`config.mk`:
```
export PLATFORM = sky130hd
export DESIGN_NAME = mem_access
export DESIGN_NICKNAME = d
export VERILOG_FILES = /design/src/rtl/mem_access.sv
export SDC_FILE = /design/constraint.sdc
export NUM_CORES = 1
export LEC_CHECK = 0
export ABC_AREA = 1
export CAP_MARGIN = 30
export CORE_MARGIN = 8
export CORE_UTILIZATION = 43
export DETAILED_ROUTE_END_ITERATION = 10
export MAX_ROUTING_LAYER = met4
export PLACE_DENSITY_LB_ADDON = 0.1
export SYNTH_ARGS = -nofsm -noshare
export SYNTH_HDL_FRONTEND = slang
export SYNTH_SLANG_ARGS = --single-unit
export TNS_END_PERCENT = 10
```
`constraint.sdc`:
```
create_clock -name clk -period 5.9 [get_ports clk]
set_input_delay 1.475 -clock clk [delete_from_list [all_inputs] [get_ports clk]]
set_output_delay 1.475 -clock clk [all_outputs]
set_load 0.005 [all_outputs]
```
`src/rtl/mem_access.sv`:
```
// MEM-stage load/store unit: drives a req/ack data bus for LB/LH/LW/SB/SH/SW,
// steers byte lanes, sign-extends loads and registers the MEM/WB bundle.
module mem_access #(
  parameter int unsigned ALUOP_W = 8,
  parameter int unsigned TIMEOUT = 255
) (
  input  logic               clk,
  input  logic               rst,
  input  logic [ALUOP_W-1:0] aluop_i,
  input  logic [31:0]        mem_addr_i,
  input  logic [31:0]        reg2_i,
  input  logic [4:0]         wd_i,
  input  logic               wreg_i,
  input  logic [31:0]        wdata_i,
  output logic               dbus_req,
  output logic               dbus_we,
  output logic [31:0]        dbus_addr,
  output logic [3:0]         dbus_be,
  output logic [31:0]        dbus_wdata,
  input  logic [31:0]        dbus_rdata,
  input  logic               dbus_ack,
  output logic [4:0]         wd_o,
  output logic               wreg_o,
  output logic [31:0]        wdata_o,
  output logic               stallreq,
  output logic               addr_err_o,
  output logic               bus_err_o,
  output logic [31:0]        bad_addr_o
);

  localparam logic [ALUOP_W-1:0] ALU_OP_LB = ALUOP_W'(8'hE0);
  localparam logic [ALUOP_W-1:0] ALU_OP_LH = ALUOP_W'(8'hE1);
  localparam logic [ALUOP_W-1:0] ALU_OP_LW = ALUOP_W'(8'hE3);
  localparam logic [ALUOP_W-1:0] ALU_OP_SB = ALUOP_W'(8'hE8);
  localparam logic [ALUOP_W-1:0] ALU_OP_SH = ALUOP_W'(8'hE9);
  localparam logic [ALUOP_W-1:0] ALU_OP_SW = ALUOP_W'(8'hEB);
  // Counter only has to reach TIMEOUT-1.
  localparam int unsigned CNT_W = (TIMEOUT > 2) ? $clog2(TIMEOUT) : 1;

  typedef enum logic {IDLE, BUSY} state_t;

  state_t            state, state_nxt;
  logic [CNT_W-1:0]  cnt;
  logic              is_load, is_store, mem_op, misaligned, timeout_hit;
  logic [1:0]        size;
  logic [3:0]        be_c;
  logic [31:0]       st_data_c, ld_data_c;
  logic [7:0]        ld_byte;
  logic [15:0]       ld_half;
  logic              start, finish, abort;

  // Op decode, alignment, lane steering
  always_comb begin
    is_load  = 1'b0;
    is_store = 1'b0;
    size     = 2'd0;
    case (aluop_i)
      ALU_OP_LB: begin is_load  = 1'b1; size = 2'd0; end
      ALU_OP_LH: begin is_load  = 1'b1; size = 2'd1; end
      ALU_OP_LW: begin is_load  = 1'b1; size = 2'd2; end
      ALU_OP_SB: begin is_store = 1'b1; size = 2'd0; end
      ALU_OP_SH: begin is_store = 1'b1; size = 2'd1; end
      ALU_OP_SW: begin is_store = 1'b1; size = 2'd2; end
      default: ;
    endcase
    mem_op     = is_load | is_store;
    misaligned = ((size == 2'd1) && mem_addr_i[0]) ||
                 ((size == 2'd2) && (mem_addr_i[1:0] != 2'b00));
    case (size)
      2'd0:    begin be_c = 4'b0001 << mem_addr_i[1:0]; st_data_c = {4{reg2_i[7:0]}}; end
      2'd1:    begin be_c = mem_addr_i[1] ? 4'b1100 : 4'b0011; st_data_c = {2{reg2_i[15:0]}}; end
      default: begin be_c = 4'b1111; st_data_c = reg2_i; end
    endcase
  end

  // Load extraction and sign extension
  always_comb begin
    ld_byte = dbus_rdata[{mem_addr_i[1:0], 3'b000} +: 8];
    ld_half = mem_addr_i[1] ? dbus_rdata[31:16] : dbus_rdata[15:0];
    case (size)
      2'd0:    ld_data_c = {{24{ld_byte[7]}}, ld_byte};
      2'd1:    ld_data_c = {{16{ld_half[15]}}, ld_half};
      default: ld_data_c = dbus_rdata;
    endcase
  end

  assign timeout_hit = (TIMEOUT != 0) && (cnt == CNT_W'(TIMEOUT - 1));

  always_ff @(posedge clk or posedge rst) begin
    if (rst) state <= IDLE;
    else     state <= state_nxt;
  end

  always_comb begin
    state_nxt = state;
    case (state)
      IDLE:    if (mem_op && !misaligned) state_nxt = BUSY;
      BUSY:    if (dbus_ack || timeout_hit) state_nxt = IDLE;
      default: state_nxt = IDLE;
    endcase
  end

  // Stall and datapath strobes; an ack in the timeout cycle wins
  always_comb begin
    stallreq = 1'b0;
    start    = 1'b0;
    finish   = 1'b0;
    abort    = 1'b0;
    case (state)
      IDLE: begin
        start    = mem_op && !misaligned;
        stallreq = start;
      end
      BUSY: begin
        finish   = dbus_ack;
        abort    = !dbus_ack && timeout_hit;
        stallreq = !dbus_ack && !timeout_hit;
      end
      default: ;
    endcase
  end

  always_ff @(posedge clk or posedge rst) begin
    if (rst) begin
      dbus_req   <= 1'b0;
      dbus_we    <= 1'b0;
      dbus_addr  <= 32'h0;
      dbus_be    <= 4'h0;
      dbus_wdata <= 32'h0;
      wd_o       <= 5'h0;
      wreg_o     <= 1'b0;
      wdata_o    <= 32'h0;
      addr_err_o <= 1'b0;
      bus_err_o  <= 1'b0;
      bad_addr_o <= 32'h0;
      cnt        <= '0;
    end else begin
      addr_err_o <= 1'b0;
      bus_err_o  <= 1'b0;
      if (state == IDLE) begin
        if (start) begin
          dbus_req   <= 1'b1;
          dbus_we    <= is_store;
          dbus_addr  <= {mem_addr_i[31:2], 2'b00};
          dbus_be    <= be_c;
          dbus_wdata <= st_data_c;
          cnt        <= '0;
        end else if (mem_op) begin
          wd_o       <= wd_i;
          wreg_o     <= 1'b0;
          wdata_o    <= 32'h0;
          addr_err_o <= 1'b1;
          bad_addr_o <= mem_addr_i;
        end else begin
          wd_o    <= wd_i;
          wreg_o  <= wreg_i;
          wdata_o <= wdata_i;
        end
      end else if (finish) begin
        dbus_req <= 1'b0;
        wd_o     <= wd_i;
        wreg_o   <= wreg_i;
        wdata_o  <= is_load ? ld_data_c : 32'h0;
      end else if (abort) begin
        dbus_req   <= 1'b0;
        wreg_o     <= 1'b0;
        bus_err_o  <= 1'b1;
        bad_addr_o <= mem_addr_i;
      end else begin
        cnt <= cnt + CNT_W'(1);
      end
    end
  end

endmodule

```
==> impl_results.md <==
* Share of cells above drive strength 1 at 4.914%
* Clock tree buffer depth at 2
* Gr usage total at around 24%
* Crit path required time at 4430 ps
* Synth area leaders: dfrtp_1, nand2_1, nor2_1
* Max-Cap Viols at 0
* Drt first pass iters at 5
* Hold Path Class: flip-flop to flip-flop
* Global route total overflow at 0
* DRT iter0 DRCs at 559
* H-tree Lvls at 4
* Crit-path max FO at 22
* Via count at 7446
* Peak VDD IR at 0.2271 mV
* Area growth syn-to-layout at 47.57%
* Drt via density at 4.941
* WL/cell at 16.83 um
* Async S/R FF share, synth at 100.0%
* Initial antenna violation count at 0
* Ports at about 290
* Critical Path End Type: primary output
* Mapped Area at 7381 um^2
* Die Width at ~150 um
* Post-route minimum period at about 5200 ps
* GP Congestion at 0.8733
* Starting Density at between 40% and 50%
* Placed cell area at between 10000 and 15000 um^2
* CP peak stage delay at 600 ps
* Clk_lat worst skew at 420 ps
* Fin crit share at 87.41%
* Sw Share at 28.47%
* Max-slew violations at 0
* CTS root buf: clkbuf_16
* Peak Freq at 0.1939 GHz
* Antenna Cells at 0
* Die Y at 147.0 um
* Static Leakage at 5.395 nW
* Synth area leader: dfrtp_1
* Half-perimeter wire length after placement at 18.62 mm
* # hold bufs at CTS at 0
* CP dominant cell by count: nand2_1
* CP max stage cell: clkdlybuf4s50_1
* Yosys warnings at 0
* Top-area cell type share of the netlist area at 50.52%
* RSZ-0062 raised after global routing: no
* Final Setup Violations at 0
* Clk sinks at 149
* Crit path launch type: input pin
* Clk pin slew, worst setup/hold paths at roughly 60 ps
* Sequential share of power at about two fifths
* Final setup skew at 8.907 ps
* Worst setup path category: input pin to primary output
* Share of the yosys chip area belonging to registers at 50.52%
* Critical-path cell list: clkdlybuf4s50_1 -> nand2_1 -> nor2_4 -> buf_4 -> nand2_1 -> nand2_2 -> nand4_4 -> nand2_1 -> clkdlybuf4s50_1
* Final ANT Viol Nets at 0
* Final hold vios at 0
* Largest net degree at the start of global routing at 91
* Core ar. at 17060 um^2
* Post-cts gate resize count at 0
* First-pass GRT wire length at 40.23 mm
* Full die area at 21610 um^2
* Mapped Cells at around 1000
* Combinational share of power at 26.7%
* Num CTS Buffers at 17
* Top FF cell, synth: dfrtp_1
* Int Power at 2.357 mW
* Sw Pwr at between 0.9 and 1 mW
* Relative slew slack at 40.76%
* Post-synth EDFFs at 0
* Final instance area at 10890 um^2
* Nets at 1416
* Number of port buffers at around 290
* Drt total wl at 25.37 mm
* Row cnt at 48
* Vias in the first global route at 7257
* Clk pwr share at ~33%
* Pwr dens at 302.6 nW/um^2
* Average size of a mapped cell at 7.344 um^2
* Crit path DAT at 3680 ps
* Seq cells post-synth at about 150
* Unique masters post-synth at 28
* Worst-Margin Slew at 884.7 ps
* CTS tree: done
* Post-CTS Setup Bufs at 0
* Pwr Total at between 3 and 4 mW
* Status: completed
* TNS Setup at 0 ps
* DRC Markers at 0
cells by family (layout without fill, tap and decap cells):
kind of cell             after synthesis  in the layout  synth area share [%]
AO/OA/AOI/OAI                         76             76                 5.187
XOR/XNOR                               2              2                0.2374
adder cells (fa/ha/maj)                2              2                0.3390
buffers and inverters                103            379                 6.899
flip-flops                           149            149                 50.52
other                                  1              2               0.05081
AND/OR/NAND/NOR                      672            672                 36.77
worst max-delay path: cells and delay by family:
family	cells	cell delay [ps]
and+or+nand+nor	6	880
buffers and inverters	3	1310
layer usage:
layer	part of all wire [%]	GRT usage, %
met5	0	-
met1	43	30.02
met4	3.5	10.20
met3	6.2	5.229
met2	47	37.60
layout by cell type, fill, tap and decap left out, types with 4 or more instances in the layout:
| cell type | netlist | routed |
|---|---|---|
| nor2_1 | 96 | 96 |
| inv_6 | 0 | 6 |
| nand4_1 | 11 | 11 |
| nand2_1 | 480 | 480 |
| inv_2 | 7 | 7 |
| nand3_1 | 66 | 66 |
| inv_1 | 44 | 43 |
| nor3_1 | 4 | 4 |
| clkbuf_16 | 0 | 17 |
| clkdlybuf4s50_1 | 0 | 285 |
| a21oi_1 | 48 | 48 |
| dfrtp_1 | 149 | 149 |
| nand2_2 | 5 | 5 |
| buf_4 | 10 | 9 |
| o21ai_0 | 25 | 25 |
cell type report:
| cell class | instances | area, um^2 |
|---|---|---|
| fillers | 1550 | 6165 |
| flip-flops and latches | 149 | 3729 |
| multi-input cells | 754 | 3156 |
| repair buffers | 296 | 2955 |
| clock buffers | 18 | 429.2 |
| well taps | 225 | 281.5 |
| inverters | 51 | 196.4 |
| clock inverters | 14 | 145.1 |
sequential cells by signal (all words and copies together), names as in the netlist:
name	flops
bad_addr_o	32
dbus_wdata	32
wdata_o	32
dbus_addr	30
cnt	8
wd_o	5
dbus_be	4
addr_err_o	1
bus_err_o	1
dbus_req	1
dbus_we	1
state	1
wreg_o	1
worst paths after layout:
kind | from | endpoint | slack, ps | cells after the start
worst max-delay path | aluop_i[6] | stallreq | 740 | 9
worst min-delay path | wd_o[2]$_DFFE_PP0P_ | wd_o[2]$_DFFE_PP0P_ | 470 | 2
worst max register to register | state$_DFF_PP0_ | dbus_be[3]$_DFFE_PP0P_ | 3340 | 7
worst min register to register | wd_o[2]$_DFFE_PP0P_ | wd_o[2]$_DFFE_PP0P_ | 470 | 2
max in group asynchronous | rst | dbus_wdata[17]$_DFFE_PP0P_ | 3300 | 3
min in group asynchronous | rst | bad_addr_o[9]$_DFFE_PP0P_ | 1580 | 2
power groups by stage:
| stage | registers, mW | clock network (mW) | logic [mW] |
|---|---|---|---|
| 3_5_place_dp | 1.36 | 0 | 0.893 |
| 5_1_grt | 1.37 | 1.14 | 0.968 |
| 2_1_floorplan | 1.37 | 0 | 0.267 |
| 4_1_cts | 1.34 | 1.09 | 0.897 |
| 3_3_place_gp | 1.36 | 0 | 0.880 |
| 6_report | 1.34 | 1.07 | 0.881 |
through the flow:
stage	setup slack, ps	utilization, %	std cells	hold WS (ps)
final	742.8	63.86	1507	470.5
after global placement	785.7	60.28	1473	452.2
after CTS	748.9	63.86	1507	474.2
after global routing	599.5	63.86	1507	483.5
after detailed placement	759.5	60.49	1475	457.5
after floorplan	417.0	-	1006	465.4
synth_stat cells, types with 2 or more instances:
cell	count
nand4_1	11
o21ai_0	25
o21ai_1	2
a21oi_1	48
inv_1	44
buf_4	10
ha_1	2
clkbuf_1	4
inv_2	7
nor2_1	96
xor2_1	2
nor3_1	4
dfrtp_1	149
buf_2	32
nand3_2	3
nand2_2	5
nand2_1	480
nand3_1	66
buf_6	6
Note: power is estimated with default switching activity, not from simulation.
==> RTL change 1 (same flow settings) <==
Set the parameter `TIMEOUT` to 510 (it was 255).
--- a/src/rtl/mem_access.sv
+++ b/src/rtl/mem_access.sv
@@ -3,5 +3,5 @@
 module mem_access #(
   parameter int unsigned ALUOP_W = 8,
-  parameter int unsigned TIMEOUT = 255
+  parameter int unsigned TIMEOUT = 510
 ) (
   input  logic               clk,
Formal check against the unedited RTL: same outputs for any inputs over 4 cycles, from zero or initial values and one cycle with rst high; that may be too few to reach the edited logic, so the function may still have changed.
==> RTL change 1 against the unedited design <==
- worst setup slack got worse by 100 ps
- via count increased by 0.55%
- area after synthesis up 0.83%
- wire length down 0.91%
- sequential cell count is 1 higher
- combinational power down 1%
- core utilization is 0.48 points higher
- total power increased by 0.88%
- cell area is 1.1% higher
- largest power group unchanged
- highest routed layer unchanged
==> RTL change 1: results (changes against the unedited design) <==
outcome=completed; DRT Wirelength=25100 um (-0.91%); CP arrival=3790 ps (+110 ps); peak supply drop=0.193 mV (-15%); Max stage delay cell, worst path=clkdlybuf4s50_1; commonest cells in the netlist=nand2_1 (531), dfrtp_1 (150), nand3_1 (70), inv_1 (63), nor2_1 (42); Distinct cells, synth=26 (-7.1%); register area share after synthesis=50.4% (-0.080 points); largest net degree at the start of global routing=81 (-11%); placed cell count=1484 (+0.61%); DRC marker count from the first detailed-route iteration=464 (-17%); largest cells by area after synthesis=dfrtp_1 (50%), nand2_1 (27%), nand3_1 (4.7%), inv_1 (3.2%), nor2_1 (2.1%); first-pass GRT wire length=39800 um (-1.2%); total number of vias=7487 (+0.55%); global placer's final weighted congestion=0.877 (+0.41%); largest stage delay on the critical path=700 ps (+100 ps); initial antenna violation count=2 (+2); Static Leak=5.49 nW (+1.8%); IO buf count=285 (unchanged); Clock Skews=7.67 ps (-1.24 ps); vias in the first global route=7410 (+2.1%); worst slack, placed=679 ps (-80.6 ps); Slew HR=44.3% (+3.5 points); layout cells sized above 1=4.88% (-0.034 points); GR Util All Layers=23.6% (-0.51 points); sw power=933 uW (-0.57%); Avg WL per Cell=16.6 um (-1.6%); Post-Synthesis Cells=1014 (+0.90%); CP max FO=15 (-32%)
[RTL change 1: cell families (layout without fill, tap and decap cells)]
family / after synthesis / after routing / synth area share, %
fa+ha+maj: 2 / 2 / 0.336
flops: 150 / 150 / 50.4
compound gates: 68 / 68 / 5.01
other cells: 1 / 4 / 0.0504
simple gates: 667 / 667 / 36.2
xor+xnor: 7 / 7 / 0.824
buf+inv: 119 / 395 / 7.11
[RTL change 1: worst paths after layout]
kind,startpoint,end,slack [ps],cells after the start
max reg2reg,state$_DFF_PP0_,wdata_o[5]$_DFFE_PP0P_,3190,8
min in group asynchronous,rst,bad_addr_o[25]$_DFFE_PP0P_,1520,2
min,wreg_o$_DFFE_PP0P_,wreg_o$_DFFE_PP0P_,480,2
max in group asynchronous,rst,bad_addr_o[26]$_DFFE_PP0P_,3310,3
max,aluop_i[1],stallreq,640,6
min reg2reg,wreg_o$_DFFE_PP0P_,wreg_o$_DFFE_PP0P_,480,2
[RTL change 1: power by group through the flow]
stage	Sequential (mW)	Clock (mW)	Combinational [mW]
floorplan	1.37	0	0.263
global route	1.37	1.17	0.955
detailed placement	1.37	0	0.878
finish	1.35	1.11	0.868
CTS	1.35	1.13	0.884
global placement	1.36	0	0.865
[RTL change 1: cell type report]
cell class / instances / area [um^2]
timing repair buffer: 297 / 2940
clock buffer: 18 / 429
tap: 225 / 282
sequential: 150 / 3750
clock inverter: 14 / 163
fill: 1585 / 6100
multi-input combinational: 746 / 3180
antenna: 2 / 5.00
inverter: 66 / 253
[RTL change 1: layer usage]
layer	global-route usage (%)	part of all wire, %	up-vias
li1	-	-	3678
met1	29.1	42	3497
met2	38.1	48	273
met3	5.44	7.0	39
met4	7.55	2.3	0
met5	-	0	-
[RTL change 1: through the flow]
stage | area, um^2 | hold WS (ps)
floorplan | 7450 | 465
global placement | 10400 | 454
detailed placement | 10400 | 464
CTS | 11000 | 481
global route | 11000 | 497
finish | 11000 | 477
[RTL change 1: worst max-delay path, delay by kind of cell]
family        cells  cell delay (ps)
buf+inv           2             1240
simple gates      4             1060
==> RTL change 2 (config.mk and constraints unchanged) <==
Made on the original files. Make the reset (`rst`) synchronous in 2 clocked blocks.
--- a/src/rtl/mem_access.sv
+++ b/src/rtl/mem_access.sv
@@ -87,5 +87,5 @@
   assign timeout_hit = (TIMEOUT != 0) && (cnt == CNT_W'(TIMEOUT - 1));
 
-  always_ff @(posedge clk or posedge rst) begin
+  always_ff @(posedge clk) begin
     if (rst) state <= IDLE;
     else     state <= state_nxt;
@@ -121,5 +121,5 @@
   end
 
-  always_ff @(posedge clk or posedge rst) begin
+  always_ff @(posedge clk) begin
     if (rst) begin
       dbus_req   <= 1'b0;
Check against the original RTL: differs if rst is asserted again (counterexample within 4 cycles, from zero or initial values and one cycle with rst high); with rst held inactive, the same outputs for 4 cycles.
==> RTL change 2 against the unedited design <==
- sequential cell count unchanged
- cell count up 12%
- cell area up 0.75%
- wire length up 7.2%
- sequential share of layout area down 7.0 points
- worst setup slack better by 21 ps
- synthesized cell count up 20%
- register-to-register slack better by 50 ps
- area after synthesis up 1.8%
- count of clock-buffer cells in the layout up 1
- global-route usage up 0.63 points
- largest cell class is now multi-input gates
Power is not compared: it rests on default switching activity, and its combinational part moved more than twofold at a synthesized area within 25%.
==> RTL change 2: results (changes against the unedited design) <==
outcome=completed; DRC marker count from the first detailed-route iteration=414 (-26%); Post-CTS Setup Bufs=0 (unchanged); peak supply drop=0.206 mV; met3 wire length=1970 um (+25%); GR Util All Layers=24.8% (+0.63 points); vias per inst=4.87 (-1.4%); Post-DP HPWL=20200 um (+8.7%); Max stage delay cell, worst path=clkdlybuf4s50_1; register area share after synthesis=39.7% (-11 points); fraction of registers with async set/reset=0% (-100 points); commonest cells in the netlist=nand2_1 (360), nor2_1 (244), dfxtp_1 (149), inv_1 (104), a21oi_1 (86); drt pass-1 iters=6 (+1); Synth Area in Compound Gates=11.1% (+6.0 points); Synth Flop Type=dfxtp_1; XOR/XNOR Fraction of Synth Area=0.583% (+0.35 points); PostCTS Resize Cnt=0 (unchanged); Largest regs=bad_addr_o (32), dbus_wdata (32), wdata_o (32); Worst Hold Class=flip-flop to flip-flop; largest stage delay on the critical path=570 ps (-30 ps); Max Buffers Root-to-Sink=2 (unchanged); met1 Usage GRT=26.5% (-3.6 points); met3 global-route usage=7.02% (+1.8 points); vias in the first global route=7843 (+8.1%); first-pass GRT wire length=41700 um (+3.6%); Post-Synth Adder-Cell Area=0.333% (-0.0059 points); initial antenna violation count=5 (+5); Comb pwr share=14.3%; total number of vias=8232 (+11%); IO buf count=285 (unchanged); Avg WL per Cell=16.1 um (-4.3%); yosys warns=0 (unchanged); CP max FO=10 (-55%); largest net degree at the start of global routing=77 (-15%); GR Layer Usage met2=41.3% (+3.7 points); Post-DP Area=0.0104 mm^2 (+0.85%); Clock Skews=9.40 ps (+0.494 ps); M1 wire length=11000 um (about the same); CTS Buf Count=17 (unchanged); switch share=25.2%; Static Leak=4.72 nW; mux share of post-synthesis cell area=0% (unchanged); worst slew pin tran=993 ps (+108 ps); Pwr Total=2.44 mW; clock share of power=42.6%; global placer's final weighted congestion=0.910 (+4.2%); depth of the CTS H-tree=4 (unchanged); Reg clk slew, reported paths=60 ps (about the same); largest cells by area after synthesis=dfxtp_1 (40%), nand2_1 (18%), nor2_1 (12%), a21oi_1 (5.7%), inv_1 (5.2%); worst slack, placed=753 ps (-6.62 ps); layout cells sized above 1=4.39% (-0.53 points); met2 wire length=13100 um (+10%); placed cell count=1654 (+12%); syn_area_per_cell=6.23 um^2 (-15%); clk root buf=clkbuf_16; Distinct cells, synth=34 (+21%); Top Metal Used=met4; nets=1595 (+13%)
## RTL change 2: path summary, 6_finish.rpt
path / from / to / slack, ps / depth (start not counted)
setup / recovery: mem_addr_i[0] / stallreq / 760 / 9
hold reg to reg: wreg_o$_SDFFE_PP0P_ / wreg_o$_SDFFE_PP0P_ / 450 / 2
hold / removal: wreg_o$_SDFFE_PP0P_ / wreg_o$_SDFFE_PP0P_ / 450 / 2
setup reg to reg: state$_SDFF_PP0_ / wdata_o[19]$_SDFFE_PP0P_ / 3390 / 7
## RTL change 2: cell type report
type                            count  area [um^2]
Multi-Input combinational cell    877         3780
Inverter                          107          403
Fill cell                        1637         6200
Sequential cell                   149         2980
Clock inverter                     11          103
Antenna cell                        5         12.5
Timing Repair Buffer              296         2960
Tap cell                          225          282
Clock buffer                       19          453
## RTL change 2: worst max-delay path: cells and delay by family
family | cells | cell delay (ps)
AND/OR/NAND/NOR | 5 | 910
buffers and inverters | 4 | 1260
